### src/rtl/framebuffer_arbiter_pkg.sv
// rtl/framebuffer_arbiter_pkg.sv - shared frame geometry, widths and arbiter state encoding
package framebuffer_arbiter_pkg;

    localparam int FB_MAX_PIXELS = 307200;  // 640x480
    localparam int FB_ADDR_W     = 20;
    localparam int FB_DATA_W     = 8;

    typedef enum logic [1:0] {
        ST_IDLE = 2'd0,
        ST_RD   = 2'd1,
        ST_WR   = 2'd2
    } fb_state_e;

endpackage

### src/rtl/framebuffer_arbiter_starve.sv
// rtl/framebuffer_arbiter_starve.sv - write starvation counter, flags when the write must be forced
module fb_starve_counter #(
    parameter int MAX_WAIT = 8
) (
    input  logic clock,
    input  logic reset,
    input  logic inc,
    input  logic clr,
    output logic hit
);

    localparam int CW = $clog2(MAX_WAIT + 1);
    localparam logic [CW-1:0] LAST = CW'(MAX_WAIT - 1);

    logic [CW-1:0] count;

    // clr wins over inc; hold at the limit so the count can never wrap
    always_ff @(posedge clock or posedge reset) begin
        if (reset) begin
            count <= '0;
        end else if (clr) begin
            count <= '0;
        end else if (inc && count != LAST) begin
            count <= count + 1'b1;
        end
    end

    assign hit = (count == LAST);

endmodule

### src/rtl/framebuffer_arbiter.sv
// rtl/framebuffer_arbiter.sv - single-port framebuffer arbiter, VGA reads over Sobel writes with starvation forcing
module framebuffer_arbiter #(
    parameter int MAX_PIXELS = framebuffer_arbiter_pkg::FB_MAX_PIXELS,
    parameter int ADDR_W     = framebuffer_arbiter_pkg::FB_ADDR_W,
    parameter int DATA_W     = framebuffer_arbiter_pkg::FB_DATA_W,
    parameter int MAX_WAIT   = 8
) (
    input  logic              clock,
    input  logic              reset,
    input  logic              rd_req,
    input  logic [ADDR_W-1:0] rd_addr,
    output logic              rd_gnt,
    output logic [DATA_W-1:0] rd_data,
    output logic              rd_valid,
    input  logic              wr_req,
    input  logic [ADDR_W-1:0] wr_addr,
    input  logic [DATA_W-1:0] wr_data,
    output logic              wr_gnt,
    output logic [ADDR_W-1:0] mem_addr,
    output logic              mem_we,
    output logic [DATA_W-1:0] mem_wdata,
    input  logic [DATA_W-1:0] mem_rdata,
    output logic              addr_err,
    output logic              rd_late
);

    import framebuffer_arbiter_pkg::*;

    // one extra bit so the limit itself is representable and the compare is unsigned, untruncated
    localparam logic [ADDR_W:0] LIMIT = (ADDR_W + 1)'(MAX_PIXELS);

    fb_state_e state, next_state;
    logic      started;
    logic      hit, force_wr, cnt_inc, cnt_clr;
    logic      rd_in_range, wr_in_range;
    logic      rd_oor;

    logic              nxt_rd_gnt, nxt_wr_gnt, nxt_we, nxt_err, nxt_late;
    logic [ADDR_W-1:0] nxt_addr;
    logic [DATA_W-1:0] nxt_wdata;

    assign rd_in_range = ({1'b0, rd_addr} < LIMIT);
    assign wr_in_range = ({1'b0, wr_addr} < LIMIT);

    // started holds arbitration off for the first edge after reset release
    always_ff @(posedge clock or posedge reset) begin
        if (reset) begin
            state   <= ST_IDLE;
            started <= 1'b0;
        end else begin
            state   <= next_state;
            started <= 1'b1;
        end
    end

    assign force_wr = started && hit && wr_req && (state != ST_WR);

    // a requester just granted sits out one cycle; a held read still blocks the write unless forced
    always_comb begin
        next_state = ST_IDLE;
        if (!started) begin
            next_state = ST_IDLE;
        end else if (rd_req && !force_wr) begin
            next_state = (state == ST_RD) ? ST_IDLE : ST_RD;
        end else if (wr_req && state != ST_WR) begin
            next_state = ST_WR;
        end
    end

    always_comb begin
        nxt_rd_gnt = (next_state == ST_RD);
        nxt_wr_gnt = (next_state == ST_WR);
        nxt_addr   = '0;
        nxt_wdata  = '0;
        nxt_we     = 1'b0;
        nxt_err    = 1'b0;
        nxt_late   = force_wr && rd_req;
        if (next_state == ST_RD) begin
            nxt_addr = rd_addr;
            nxt_err  = !rd_in_range;
        end else if (next_state == ST_WR) begin
            nxt_addr  = wr_addr;
            nxt_wdata = wr_data;
            nxt_we    = wr_in_range;
            nxt_err   = !wr_in_range;
        end
    end

    always_ff @(posedge clock or posedge reset) begin
        if (reset) begin
            rd_gnt    <= 1'b0;
            wr_gnt    <= 1'b0;
            mem_addr  <= '0;
            mem_we    <= 1'b0;
            mem_wdata <= '0;
            addr_err  <= 1'b0;
            rd_late   <= 1'b0;
            rd_valid  <= 1'b0;
            rd_oor    <= 1'b0;
        end else begin
            rd_gnt    <= nxt_rd_gnt;
            wr_gnt    <= nxt_wr_gnt;
            mem_addr  <= nxt_addr;
            mem_we    <= nxt_we;
            mem_wdata <= nxt_wdata;
            addr_err  <= nxt_err;
            rd_late   <= nxt_late;
            rd_valid  <= rd_gnt;
            rd_oor    <= rd_gnt && addr_err;
        end
    end

    // RAM data lands one cycle after the read grant; out-of-range reads return zero
    assign rd_data = (rd_valid && !rd_oor) ? mem_rdata : '0;

    // the grant cycle itself also clears, since the requester is still holding wr_req then
    assign cnt_inc = wr_req && (next_state != ST_WR);
    assign cnt_clr = !wr_req || (next_state == ST_WR) || (state == ST_WR);

    fb_starve_counter #(
        .MAX_WAIT (MAX_WAIT)
    ) u_starve (
        .clock (clock),
        .reset (reset),
        .inc   (cnt_inc),
        .clr   (cnt_clr),
        .hit   (hit)
    );

endmodule

### config.mk
export PLATFORM = sky130hd
export DESIGN_NAME = framebuffer_arbiter
export DESIGN_NICKNAME = d
export VERILOG_FILES = /design/src/rtl/framebuffer_arbiter_pkg.sv /design/src/rtl/framebuffer_arbiter_starve.sv /design/src/rtl/framebuffer_arbiter.sv
export SDC_FILE = /design/constraint.sdc
export NUM_CORES = 1
export LEC_CHECK = 0
export BUFFER_PORTS_ARGS = -buffer_cell sky130_fd_sc_hd__buf_2
export CAP_MARGIN = 20
export CORE_ASPECT_RATIO = 1.75
export CORE_MARGIN = 1.5
export CORE_UTILIZATION = 40
export DETAILED_ROUTE_END_ITERATION = 8
export PLACE_DENSITY = 0.74
export SKIP_LAST_GASP = 1
export SYNTH_ARGS = -nofsm -noshare
export SYNTH_HDL_FRONTEND = slang
export SYNTH_SLANG_ARGS = --single-unit
### constraint.sdc
create_clock -name clock -period 3.8 [get_ports clock]
set_input_delay 0.57 -clock clock [delete_from_list [all_inputs] [get_ports clock]]
set_output_delay 0.57 -clock clock [all_outputs]
set_load 0.1 [all_outputs]
; After elaboration in Yosys (flattened, before gate mapping)
; Index checks and enable logic that the tools add are counted.
[op_classes]
n_eq_ne = 8
muxes = 15
n_lt_le_gt_ge = 2
add_sub_neg = 1
n_reduce_logical = 18
[op_table]
columns = cell, n
row1 = $lt 20x19->1 const B, 2
row2 = $mux 20, 2
row3 = $mux 8, 3
row4 = $logic_and 1x1->1, 10
row5 = $mux 4, 2
row6 = $mux 2, 3
row7 = $logic_not 1->1, 5
row8 = $mux 1, 5
row9 = $add 4x1->4 const B, 1
row10 = $eq 2x1->1 const B, 2
row11 = $eq 2x2->1 const B, 2
row12 = $eq 4x3->1 const B, 1
row13 = $ne 2x2->1 const B, 2
row14 = $ne 4x3->1 const B, 1
row15 = $logic_or 1x1->1, 2
row16 = $reduce_bool 2->1, 1
[totals]
elab_cells = 56
input_bits = 60
reg_bits = 42
out_inout_bits = 42

; Logic depth before layout (Yosys ltp)
; Gate-level depths: netlist of the first run.
[depth]
word_depth = 13
mapped_depth = 6
depth_no_buf = 5

; Modules after synthesis
; A second synthesis of the first run with hierarchy kept.
[hier_totals]
hier_cells = 132
area_unflattened_um2 = 1690.4
[modules_own_cells]
columns = module, seq_area_each_um2, cells_each, area_per_inst_um2, n_inst
row1 = framebuffer_arbiter, 950.9, 111, 1475.2, 1
row2 = fb_starve_counter, 100.1, 21, 215.2, 1

; Worst setup path after synthesis of the first run
; OpenSTA, ideal clock, no wires.
[synth_timing]
kind = reg2out
startpoint = reg rd_valid
endpoint = out rd_data[0]
arrival_time_ns = 2.037
slack_ns = 1.193
t_required_ns = 3.230
n_path_buf = 0
stages_incl_launch_ff = 3
cell_sequence = dfrtp_1 > nor2b_1 > and2_1
[synth_via]
elab_chain_cells = 2
[synth_lines]
columns = element, line
row1 = start: declaration, framebuffer_arbiter.sv:14  ; output logic rd_valid,
row2 = start signal: assignment, framebuffer_arbiter.sv:108  ; rd_valid <= rd_gnt;
row3 = $logic_and 1x1->1, framebuffer_arbiter.sv:114  ; assign rd_data = (rd_valid && !rd_oor) ? mem_rdata : '0;
row4 = $mux 8, framebuffer_arbiter.sv:114
row5 = end: declaration, framebuffer_arbiter.sv:13  ; output logic [DATA_W-1:0] rd_data,
; No other way between the ends.

; Worst setup path in the final report of the first run
[layout_timing]
startpoint = reg rd_oor
endpoint = out rd_data[5]
[layout_via]
elab_chain_cells = 3
[layout_lines]
columns = element, line
row1 = start: declaration, framebuffer_arbiter.sv:36  ; logic rd_oor;
row2 = start signal: assignment, framebuffer_arbiter.sv:109  ; rd_oor <= rd_gnt && addr_err;
row3 = $logic_not 1->1, framebuffer_arbiter.sv:114
row4 = $logic_and 1x1->1, framebuffer_arbiter.sv:114
row5 = $mux 8, framebuffer_arbiter.sv:114
; No other way between the ends.

==> results.md, run 1 <==
* # rows at 30
* Gp weighted congestion at 0.730
* Setup bufs post-CTS at 0
* Detailed-route wire length at 3.69 mm
* Fin nets at 289
* R2R setup slack at 1.76 ns
* PD cells at 496 nW/um2
* Layout Cells excl Fill at 277
* Final Instance Area at 2330 um2
* Most common library cell in the layout ignoring fill and taps: buf_2
* GRT Util Overall at 16.0%
* Crit-path max cell delay at 0.42 ns
* Die Ht at 88.5 um
* Setup violators final at 0
* Post-CTS sizing at 0
* Buf/Inv on CP at 1
* Antenna violations before repair at 0
* Clock Tree Buf Depth at 2
* Max-Cap Viols at 0
* Worst IR drop on VDD at 0.332 mV
* Origin of the worst setup path: rd_oor
* Share of cells above drive strength 1 at 51.1%
* Core Area at 3940 um2
* Synth Instances at 124
* Critical Path Stages at 3
* Die width at 51.9 um
* Antenna Violating Nets Remaining at 0
* Final Skew at 0.0105 ns
* First-pass GRT wire length at 5.34 mm
* Cell Area, Synth at 1670 um2
* DP HPWL at 2.80 mm
* Top cell type's share of synthesized area at 62.9%
* Vias/cell at 4.74
* Vias in the first global route at 1218
* Slew margin rel. at 34.6%
* Fillers at 381
* Crit Path Class: reg2out
* Total clock buffers created by CTS at 5
* Port Buffers at 101
* CTS tree: done
* Worst Path Arrival at 1.56 ns
* Top Ports at 102
* Inst Count DP at 269
* Max Fanout on Critical Path at 8
* Hold Buf Count CTS at 0
* Seq/Total Area, Yosys at 62.9%
* Area grow syn2layout at 39.1%
* RSZ-0062 raised after global routing: no
* Clk root buf: clkbuf_8
* Via Count at 1313
* H-tree Lvls at 2
* Crit path max-delay family: simple AND/OR/NAND/NOR gates
* Cell taking the most area after synthesis: dfrtp_1
* Die Footprint at 4590 um2
* CP startpoint kind: flop
* Slowest-stage cell, CP: buf_2
* Synth cell types at 28
* Worst setup endpoint: rd_data[5]
* Wire length per cell at 13.3 um
* DRC violations left at 0
* Crit Reg-Reg Endpoint: mem_addr[3]
* Largest cells by area after synthesis: dfrtp_1 (63%), a22o_1 (10%), and2_1 (6.4%)
* Max-slew violations at 0
* Cells along the critical path: nor2b_1 > and2_1 > buf_2
* FF-to-FF path depth at 5
* Post-synthesis net count at 185
* Leading cell types in the layout, fill and taps excluded: buf_2 (101), dfrtp_1 (42), a22o_1 (20)
* # diodes at 0
* Final TNS setup at 0 ns
* FF+latch count, synth at 42
* Pleak at 1.34 nW
* Largest net degree at the start of global routing at 43
* Reg2reg start: u_starve.count[0]
* Starting DRT DRC Count at 23
* Fmax at 469 MHz
* CP Capture Type: primary output
* Mean Syn Cell Area at 13.5 um2
* Status: completed
* GRT overflow at 0
* Min-delay worst type: in2async
* Slew @ Worst Pin at 0.982 ns
* Hold Vio Cnt, Final at 0
* CTS Sinks at 42
* Yosys warns at 0
* Worst skew pair latency at 0.30 ns
* Worst Path Required at 3.23 ns
* Utilization after layout at 59.0%
* Post-layout power at 1.15 mW
* DR pass1 iterations at 4
* Final Critical Period at 2.13 ns
* Area after DPL at 2190 um2
* Initial Util at 42.4%
* Clock slew at reported path FFs at 0.09 ns
* Fin crit share at 56.1%
-- cell usage after synthesis, drive strengths merged --
cell type and instances:
nand2b 1, mux2i 1, and2 17, buf 5
dfrtp 42, a211o 1, nor2 8, xor2 1
a2111oi 1, nor3 2, nand3 3, a22o 21
ha 1, a21o 3, conb 1, and3b 1
inv 3, o21ai 3, nor2b 1, nand2 3
nor3b 1, nand4b 1, a21oi 3
-- report_power, final --
| group | switching, mW | internal, mW |
|---|---|---|
| clock | 0.153 | 0.263 |
| sequential | 0.00732 | 0.467 |
| combinational | 0.206 | 0.0567 |
| total | 0.367 | 0.787 |
-- worst min path at each step --
stage | startpoint | endpoint | cells past startpoint
detailed placement | rd_gnt | rd_valid | 0
finish | reset | mem_addr[16] | 3
global placement | rd_gnt | rd_valid | 0
floorplan | u_starve.count[1] | u_starve.count[1] | 2
CTS | reset | mem_addr[16] | 3
global route | rd_gnt | rd_valid | 0
-- per-layer routing --
layer / track usage (%) / part of all wire, % / routed length [um] / vias up
met1: 15.5 / 34 / 1240 / 608
met4: 7.89 / 2.3 / 86 / 0
met2: 29.2 / 55 / 2020 / 59
met3: 5.24 / 9.1 / 336 / 7
met5: 0 / 0 / 0 / -
li1: - / - / - / 639
-- per-stage QoR --
step                      worst slack [ns]  hold WS [ns]
after floorplan                       1.19         0.517
after global placement                1.80         0.377
after detailed placement              1.76         0.378
after CTS                             1.64         0.394
after global routing                  1.57         0.428
final                                 1.67         0.380
-- cells by family after synthesis --
group	count (synthesis)	synth area share [%]
muxes	1	0.599
xor gates and xnor gates	1	0.524
buffers and inverters	8	4.04
other	1	0.224
adders and majority gates	1	0.748
AOI/OAI and AO/OA	32	16.8
DFF	42	62.9
and+or+nand+nor	38	14.1
-- registers in the layout, indices dropped and copies added (netlist names) --
register	flops
rd_oor	1
rd_valid	1
state	2
mem_addr	20
mem_wdata	8
mem_we	1
started	1
rd_gnt	1
u_starve.count	4
rd_late	1
wr_gnt	1
addr_err	1
-- worst register-to-register path, cell delays in order (launching register included) --
cell      delay, ns
dfrtp_1        0.41
ha_1           0.28
nand4b_4       0.13
nand2_1        0.09
a21oi_2        0.78
a22o_1         0.28
-- cell type report --
cell class | instances | area [um2] | share of cell area, %
sequential | 42 | 1050 | 45.2
clock buffer | 5 | 68.8 | 2.96
tap | 48 | 60.1 | 2.58
clock inverter | 3 | 68.8 | 2.96
inverter | 3 | 11.3 | 0.484
timing repair buffer | 102 | 513 | 22.1
multi-input combinational | 74 | 553 | 23.8
No activity file was read; power rests on OpenSTA's default activity.
==> run 2: changes to the inputs <==
Settings changed: CORE_UTILIZATION 40 to 38.
Clock period 3.8 ns to 1.7 ns, I/O delays scaled along.
==> run 2 against run 1 <==
Net effect:
- highest routed layer unchanged
- clock power increased by 57%
- worst hold slack got worse by 0.22 ns
- global-route usage increased by 1.6 points
- first-iteration DRC count decreased by 13%
==> results.md, run 2 (same netlist as run 1, synthesis figures left out) <==
* Detailed-route wire length at 4.11 mm
* Hold worst-path end: mem_wdata[4]
* Final Skew at 0.0114 ns
* Pint at 1.50 mW
* Top Ports at 102
* Area grow syn2layout at 48.4%
* Pleak at 1.37 nW
* Fmax at 632 MHz
* # diodes at 0
* Setup violators final at 0
* Fillers at 361
* Crit Path Class: reg2reg
* Most flop-heavy register: mem_addr
* Fin crit share at 93.1%
* CTS Sinks at 42
* Combinational Power Share at 27.2%
* Total clock buffers created by CTS at 5
* Clock Tree Buf Depth at 2
* Clock network fraction of design power at 27.7%
* Switching power at 0.851 mW
* Vias/cell at 4.92
* Worst hold slack at 0.156 ns
* Hold Vio Cnt, Final at 0
* Post-Place Setup Slack at -0.142 ns
* Max reg flops at 20
* Most common library cell in the layout ignoring fill and taps: buf_2
* GRT overflow at 0
* Worst skew pair latency at 0.30 ns
* GRT Util Overall at 17.6%
* CP startpoint kind: flop
* First-pass GRT wire length at 6.10 mm
* # rows at 31
* Fin nets at 293
* Die Footprint at 4820 um2
* DP HPWL at 3.14 mm
* Post-layout power at 2.36 mW
* Max Fanout on Critical Path at 5
* Reg2reg start: u_starve.count[0]
* FF-to-FF path depth at 6
* Die width at 53.1 um
* Antenna Violating Nets Remaining at 0
* Core Area at 4190 um2
* Utilization after layout at 59.2%
* Starting DRT DRC Count at 20
* Max-slew violations at 0
* CP Capture Type: flop
* Final Critical Period at 1.58 ns
* Inst Count DP at 272
* Worst IR drop on VDD at 0.639 mV
* RSZ-0062 raised after global routing: no
* Worst Hold Launch: wr_data[4]
* Largest net degree at the start of global routing at 34
* Biggest registers after layout: mem_addr (20), mem_wdata (8), u_starve.count (4)
* Worst Path Required at 1.93 ns
* Gp weighted congestion at 0.808
* Die Ht at 90.7 um
* Min-delay worst type: in2reg
* PD cells at 950 nW/um2
* H-tree Lvls at 2
* Port Buffers at 101
* CTS tree: done
* WHS Path Cells at 2
* DR pass1 iterations at 4
* Setup bufs post-CTS at 0
* Clock slew at reported path FFs at 0.08 ns
* Leading cell types in the layout, fill and taps excluded: buf_2 (93), dfrtp_1 (41), a22o_1 (20)
* DRC violations left at 0
* Antenna violations before repair at 0
* R2R setup slack at 0.12 ns
* Via Count at 1387
* Max-Cap Viols at 0
* Share of cells above drive strength 1 at 56.2%
* Status: completed
* Clk root buf: clkbuf_8
* Initial Util at 39.9%
* Crit Reg-Reg Endpoint: u_starve.count[1]
* Wire length per cell at 14.6 um
* Sw Share at 36.1%
* Layout Cells excl Fill at 282
* Flop pwr share at 45.1%
* Vias in the first global route at 1320
* PnR worst setup slack at 0.117 ns
* Worst Path Arrival at 1.81 ns
## run 2: how the worst max path moves through the flow
stage                            from                 to  slack, ns  cells after the start
global placement    u_starve.count[0]           addr_err      -0.06                      5
detailed placement  u_starve.count[0]        mem_addr[3]      -0.14                      5
CTS                 u_starve.count[0]  u_starve.count[3]       0.03                      6
floorplan                    rd_valid         rd_data[0]      -0.04                      2
global route        u_starve.count[0]  u_starve.count[2]      0.009                      6
finish              u_starve.count[0]  u_starve.count[1]       0.12                      6
## run 2: power by group through the flow
stage,registers (mW),logic (mW),clock network [mW]
floorplan,1.37,0.169,0
global placement,1.08,0.631,0
detailed placement,1.08,0.638,0
CTS,1.06,0.644,0.671
global route,1.07,0.668,0.703
finish,1.06,0.641,0.652
## run 2: repair_timing
| item | 4_1_cts | 5_1_grt |
|---|---|---|
| cloned | 1 | 0 |
| hold buffers | 1 | 0 |
| endpoints found under the setup margin | 30 | 18 |
| pin swaps | 1 | 0 |
| resized for setup | 1 | 2 |
| hold endpoints to repair | 9 | 0 |
## run 2: routing by layer
layer,up-vias,wire length (um),global-route usage (%)
met5,-,0,0
met4,0,111,8.33
met3,9,397,5.30
met2,73,2150,30.4
met1,660,1450,18.5
li1,645,-,-
## run 2: metrics by stage
step | setup TNS [ns] | cell area, um2
6_report | 0 | 2480
5_1_grt | 0 | 2480
4_1_cts | 0 | 2470
3_5_place_dp | -3.33 | 2360
3_3_place_gp | -1.10 | 2360
2_1_floorplan | -0.354 | 1680
## run 2: worst max-delay path, stage by stage (launching register included)
cell and delay, ns:
dfrtp_1 0.42, ha_2 0.24, and3b_4 0.22, o21ai_4 0.20, buf_4 0.16, nand3_1 0.14, nor2_1 0.14
## run 2: cell type report
cell class	count	area, um2	area share [%]
Sequential cell	42	1050	42.4
Clock inverter	3	23.8	0.959
Timing Repair Buffer	105	683	27.5
Multi-Input combinational cell	75	579	23.4
Clock buffer	5	68.8	2.77
Tap cell	49	61.3	2.47
Inverter	3	11.3	0.454
